### config.mk
export PLATFORM = sky130hd
export DESIGN_NAME = ahb_bist_master
export DESIGN_NICKNAME = d
export VERILOG_FILES = /design/src/rtl/ahb_bist_master.sv
export SDC_FILE = /design/constraint.sdc
export NUM_CORES = 1
export LEC_CHECK = 0
export CORE_MARGIN = 2
export CORE_UTILIZATION = 30
export DETAILED_ROUTE_END_ITERATION = 12
export PLACE_DENSITY_LB_ADDON = 0.08
export SYNTH_ARGS = -nofsm -noshare
export SYNTH_HDL_FRONTEND = slang
export SYNTH_SLANG_ARGS = --single-unit
export TNS_END_PERCENT = 20
### constraint.sdc
create_clock -name HCLK -period 8.9 [get_ports HCLK]
set_input_delay 1.78 -clock HCLK [delete_from_list [all_inputs] [get_ports HCLK]]
set_output_delay 1.78 -clock HCLK [all_outputs]
set_load 0.01 [all_outputs]
### src/rtl/ahb_bist_master.sv
// AHB-Lite memory BIST master: writes (addr ^ seed) over N words, reads back and compares.
// Define AHB_BIST_INV_PASS_EN to add a second write/read pass with inverted data.
module ahb_bist_master #(
    parameter int CW  = 16,
    parameter int ECW = 16
) (
    input  logic           HCLK,
    input  logic           HRESETn,
    input  logic           start,
    input  logic [31:0]    base,
    input  logic [CW-1:0]  count,
    input  logic [31:0]    seed,
    output logic           busy,
    output logic           done,
    output logic           pass,
    output logic [31:0]    fail_addr,
    output logic [ECW-1:0] err_count,
    output logic [31:0]    HADDR,
    output logic [1:0]     HTRANS,
    output logic           HWRITE,
    output logic [2:0]     HSIZE,
    output logic [31:0]    HWDATA,
    input  logic [31:0]    HRDATA,
    input  logic           HREADY
);
    localparam logic [1:0] TR_IDLE = 2'b00;
    localparam logic [1:0] TR_NSEQ = 2'b10;

`ifdef AHB_BIST_INV_PASS_EN
    typedef enum logic [2:0] {S_IDLE, S_WR, S_WR_LAST, S_RD, S_RD_LAST, S_DONE, S_GAP} state_t;
`else
    typedef enum logic [2:0] {S_IDLE, S_WR, S_WR_LAST, S_RD, S_RD_LAST, S_DONE} state_t;
`endif

    state_t         state, state_nx;
    logic [31:0]    base_q, seed_q, raddr_q;
    logic [31:0]    base_nx, seed_nx, raddr_nx;
    logic [CW-1:0]  cnt_q, idx_q, cnt_nx, idx_nx;
    logic           rdv_q, rdv_nx;
    logic           busy_nx, done_nx, pass_nx, hwrite_nx;
    logic [31:0]    fail_nx, haddr_nx, hwdata_nx;
    logic [ECW-1:0] err_nx;
    logic [1:0]     htrans_nx;
    logic           cmp_en, finish, last_beat;
    logic [31:0]    inv_mask;

`ifdef AHB_BIST_INV_PASS_EN
    logic inv_q, inv_nx;
    assign inv_mask = {32{inv_q}};
`else
    assign inv_mask = 32'h0;
`endif

    assign HSIZE     = 3'b010;
    assign last_beat = (idx_q == cnt_q - CW'(1));

    always_comb begin
        state_nx  = state;
        base_nx   = base_q;
        seed_nx   = seed_q;
        cnt_nx    = cnt_q;
        idx_nx    = idx_q;
        raddr_nx  = raddr_q;
        rdv_nx    = rdv_q;
        busy_nx   = busy;
        done_nx   = 1'b0;
        pass_nx   = pass;
        fail_nx   = fail_addr;
        err_nx    = err_count;
        haddr_nx  = HADDR;
        htrans_nx = HTRANS;
        hwrite_nx = HWRITE;
        hwdata_nx = HWDATA;
        cmp_en    = 1'b0;
        finish    = 1'b0;
`ifdef AHB_BIST_INV_PASS_EN
        inv_nx    = inv_q;
`endif
        case (state)
            S_IDLE: begin
                if (start) begin
                    base_nx = base & ~32'h3;
                    seed_nx = seed;
                    cnt_nx  = count;
                    fail_nx = '0;
                    err_nx  = '0;
                    pass_nx = 1'b0;
`ifdef AHB_BIST_INV_PASS_EN
                    inv_nx  = 1'b0;
`endif
                    if (count != '0) begin
                        busy_nx   = 1'b1;
                        haddr_nx  = base & ~32'h3;
                        htrans_nx = TR_NSEQ;
                        hwrite_nx = 1'b1;
                        idx_nx    = '0;
                        state_nx  = S_WR;
                    end else begin
                        // empty range: report a trivial pass without touching the bus
                        done_nx  = 1'b1;
                        pass_nx  = 1'b1;
                        state_nx = S_DONE;
                    end
                end
            end
            S_WR: begin
                if (HREADY) begin
                    hwdata_nx = HADDR ^ seed_q ^ inv_mask;
                    idx_nx    = idx_q + CW'(1);
                    if (last_beat) begin
                        htrans_nx = TR_IDLE;
                        state_nx  = S_WR_LAST;
                    end else begin
                        haddr_nx = HADDR + 32'd4;
                    end
                end
            end
            S_WR_LAST: begin
                if (HREADY) begin
                    haddr_nx  = base_q;
                    htrans_nx = TR_NSEQ;
                    hwrite_nx = 1'b0;
                    idx_nx    = '0;
                    rdv_nx    = 1'b0;
                    state_nx  = S_RD;
                end
            end
            S_RD: begin
                if (HREADY) begin
                    // first read address phase has no data phase ahead of it
                    cmp_en   = rdv_q;
                    raddr_nx = HADDR;
                    rdv_nx   = 1'b1;
                    idx_nx   = idx_q + CW'(1);
                    if (last_beat) begin
                        htrans_nx = TR_IDLE;
                        state_nx  = S_RD_LAST;
                    end else begin
                        haddr_nx = HADDR + 32'd4;
                    end
                end
            end
            S_RD_LAST: begin
                if (HREADY) begin
                    cmp_en = 1'b1;
`ifdef AHB_BIST_INV_PASS_EN
                    if (!inv_q) begin
                        inv_nx   = 1'b1;
                        state_nx = S_GAP;
                    end else begin
                        finish = 1'b1;
                    end
`else
                    finish = 1'b1;
`endif
                end
            end
`ifdef AHB_BIST_INV_PASS_EN
            S_GAP: begin
                haddr_nx  = base_q;
                htrans_nx = TR_NSEQ;
                hwrite_nx = 1'b1;
                idx_nx    = '0;
                state_nx  = S_WR;
            end
`endif
            default: state_nx = S_IDLE;
        endcase

        if (cmp_en && (HRDATA != (raddr_q ^ seed_q ^ inv_mask))) begin
            if (err_count == '0) fail_nx = raddr_q;
            if (err_count != '1) err_nx = err_count + ECW'(1);
        end

        if (finish) begin
            done_nx  = 1'b1;
            busy_nx  = 1'b0;
            pass_nx  = (err_nx == '0);
            state_nx = S_DONE;
        end
    end

    always_ff @(posedge HCLK or negedge HRESETn) begin
        if (!HRESETn) begin
            state     <= S_IDLE;
            base_q    <= '0;
            seed_q    <= '0;
            cnt_q     <= '0;
            idx_q     <= '0;
            raddr_q   <= '0;
            rdv_q     <= 1'b0;
            busy      <= 1'b0;
            done      <= 1'b0;
            pass      <= 1'b0;
            fail_addr <= '0;
            err_count <= '0;
            HADDR     <= '0;
            HTRANS    <= TR_IDLE;
            HWRITE    <= 1'b0;
            HWDATA    <= '0;
`ifdef AHB_BIST_INV_PASS_EN
            inv_q     <= 1'b0;
`endif
        end else begin
            state     <= state_nx;
            base_q    <= base_nx;
            seed_q    <= seed_nx;
            cnt_q     <= cnt_nx;
            idx_q     <= idx_nx;
            raddr_q   <= raddr_nx;
            rdv_q     <= rdv_nx;
            busy      <= busy_nx;
            done      <= done_nx;
            pass      <= pass_nx;
            fail_addr <= fail_nx;
            err_count <= err_nx;
            HADDR     <= haddr_nx;
            HTRANS    <= htrans_nx;
            HWRITE    <= hwrite_nx;
            HWDATA    <= hwdata_nx;
`ifdef AHB_BIST_INV_PASS_EN
            inv_q     <= inv_nx;
`endif
        end
    end

endmodule

==> results by group <==
Global route
  • Number of global-route vias before repair: 9,896
  • First-pass GRT wire length: 61,200 um
  • Gr ovfl total: 0
  • Pin count of the biggest net entering global routing: 136
  • GR Util All Layers: 0.188
  • Initial antenna violation count: 3

Layout
  • Storage element area: 0.00608 mm2
  • Synth-to-layout area growth: 30.0%
  • Fraction of final layout cells sized beyond drive strength 1: 0.0629
  • Multi-input gate area: 0.00585 mm2
  • Filler instances: 4,122
  • Final #Nets: 1,643

Pwr
  • Power per cell area: 276 mW/mm2
  • Max VDD drop: 0.110 mV
  • Lkg Pwr: 6.98 nW

STA
  • Final hold viol count: 0
  • Period utilisation layout: 0.567
  • Fmax: 0.198 GHz
  • Max-Slew Margin vs Limit: 0.267
  • Setup ws final: 3.85 ns
  • Fin Setup TNS: 0 ns
  • Final setup viols: 0
  • Tmin final: 5.05 ns
  • RSZ-0062 raised after global routing: no
  • Clock Skew: 0.0228 ns
  • Worst-margin pin slew: 1.10 ns
  • Final Max Slew Viols: 0

Logic synthesis
  • Most frequent cell after synthesis: nand2_1
  • Commonest cells in the netlist: nand2_1 (343), dfrtp_1 (243), nor2_1 (96)
  • Post-synth top area share: 0.493
  • Number of synthesized register bits: 243
  • Sequential area share after synthesis: 0.493
  • Synth Area in Adders: 0.00508
  • Post-synthesis simple-gate area fraction: 0.227
  • Syn Inst Count: 1,335
  • Compound-gate portion of the synthesized area: 0.112
  • Ys async rst share: 1.00
  • Post-synth cell types: 66
  • Xor/xnor share of the synthesized area: 0.102
  • Mux contribution to synthesized area: 0.0246
  • Top post-synthesis cells by area: dfrtp_1 (49%), nand2_1 (10%), xnor3_1 (4.8%)
  • Synth warn: 0
  • Leading area contributor after synthesis: dfrtp_1
  • Cell Area, Synth: 0.0123 mm2
  • Syn_area_per_cell: 9.23 um2
  • Top_reg_cell synth: dfrtp_1
  • EDFF count, synth: 0
  • Largest family of logic cells by synthesized area: simple AND/OR/NAND/NOR gates

CTS
  • Clk Latency, worst-skew pair: 0.57 ns
  • Num CTS Buffers: 30
  • Clk root buf: clkbuf_16
  • Clock Tree Buf Depth: 3
  • Worst-path clk slew: 0.06 ns
  • Post-CTS Setup Repair Bufs: 0
  • Hold buffer count at CTS: 0
  • CTS tree: done
  • Sink Count: 243
  • # H-tree levels: 1
  • Post-CTS sizing: 0

Placement
  • RD Place Congestion: 0.816
  • Dpl hpwl: 27,500 um
  • DP Worst Slack: 3.23 ns
  • Port Buffer Count: 228

Floorplan
  • Starting density of the core: 0.303
  • Die area: 0.0427 mm2
  • Die width: 207 um
  • IO Pins: 237
  • Core ar.: 0.0407 mm2
  • Die Ht: 207 um
  • Row cnt: 74

Critical path
  • Crit end category: flop
  • Setup CP Type: in2reg
  • Worst EP arrival: 5.55 ns
  • Crit path launch type: primary input
  • Critical path fanouts, max: 12
  • CP Data Required Time: 9.40 ns

Routing
  • Detailed Routing Iterations Pass 1: 7
  • Drc violations: 0
  • Routed vias/inst: 4.94
  • Post-route ant nets: 0
  • First DRT Iteration DRCs: 626
  • Vias: 10,248
  • Post-Route WL: 40,600 um
  • Routed len/inst: 19.6 um

Flow run
  • Maxcap violations: 0

Hold path
  • Min-Delay Path Class: reg2reg

Outcome
  • Status: finished, final reports clean
[per-layer routing]
metal | track usage | up-vias | part of all wire
met2 | 0.284 | 253 | 0.44
li1 | - | 4951 | -
met3 | 0.0257 | 42 | 0.051
met1 | 0.282 | 5002 | 0.49
met4 | 0.0453 | 0 | 0.018
met5 | 0 | - | 0
[cell families after synthesis]
group | count (synthesis)
AOI/OAI and AO/OA | 219
xor gates and xnor gates | 102
adders and majority gates | 5
buffers and inverters | 108
DFF | 243
muxes | 27
other | 2
and+or+nand+nor | 629
[worst max-delay path: stages]
cell and delay [ns]:
clkdlybuf4s50_1 0.42, xnor3_1 0.25, nand4_1 0.18, or4_4 0.60, o31ai_4 0.53, nand2b_1 0.49
mux2_2 0.41, or4b_1 0.52, nor4_2 0.16, a32o_2 0.20
[sequential cells by signal (all words and copies together), names as in the netlist]
signal and cells:
busy 1, HWRITE 1, rdv_q 1, pass 1, seed_q 32, fail_addr 32
base_q 30, HTRANS 1, HADDR 30, idx_q 16, err_count 16, cnt_q 16
done 1, raddr_q 30, HWDATA 32, state 3
[cell usage in the layout (no fill, tap or decap), drive strengths merged, types with 20 or more instances in the layout]
master	instances
xnor2	56
mux2	26
dfrtp	243
a21oi	53
nor2	96
nand2	343
clkbuf	45
xnor3	26
nor4	21
nand3	63
clkdlybuf4s50	227
xor2	20
o21ai	76
inv	21
[path summary, 6_finish.rpt]
kind	startpoint	endpoint	slack [ns]	cells after the start
worst max-delay path	HRDATA[3]	pass$_DFFE_PN0P_	3.85	10
worst min-delay path	base_q[23]$_DFFE_PN0P_	base_q[23]$_DFFE_PN0P_	0.47	2
worst max register to register	cnt_q[0]$_DFFE_PN0P_	HADDR[8]$_DFFE_PN0P_	4.81	10
worst min register to register	base_q[23]$_DFFE_PN0P_	base_q[23]$_DFFE_PN0P_	0.47	2
max in group asynchronous	HRESETn	HWDATA[2]$_DFFE_PN0P_	6.43	2
min in group asynchronous	HRESETn	fail_addr[0]$_DFF_PN0_	1.20	1
[where the power goes]
group / internal [mW] / total, mW / switching [mW]
Sequential: 1.42 / 1.85 / 0.431
Combinational: 0.767 / 1.35 / 0.586
Clock: 0.730 / 1.21 / 0.484
[layout make-up]
cell class                      count  area share
Antenna cell                        2    0.000312
Multi-Input combinational cell    988       0.365
Inverter                           21     0.00492
Clock inverter                      6     0.00570
Sequential cell                   243       0.380
Timing Repair Buffer              238       0.148
Clock buffer                       45      0.0547
Tap cell                          532      0.0415
[stage by stage]
stage               total power [mW]  cell area (um2)  hold WS (ns)  instances  utilization
floorplan                       2.54            12300         0.446       1339            -
global placement                3.23            15000         0.458       2022        0.369
detailed placement              3.25            15000         0.463       2022        0.369
CTS                             4.49            16000         0.478       2073        0.393
global route                    4.71            16000         0.490       2075        0.393
finish                          4.42            16000         0.472       2075        0.393
Power figures use the tool's default switching activity.
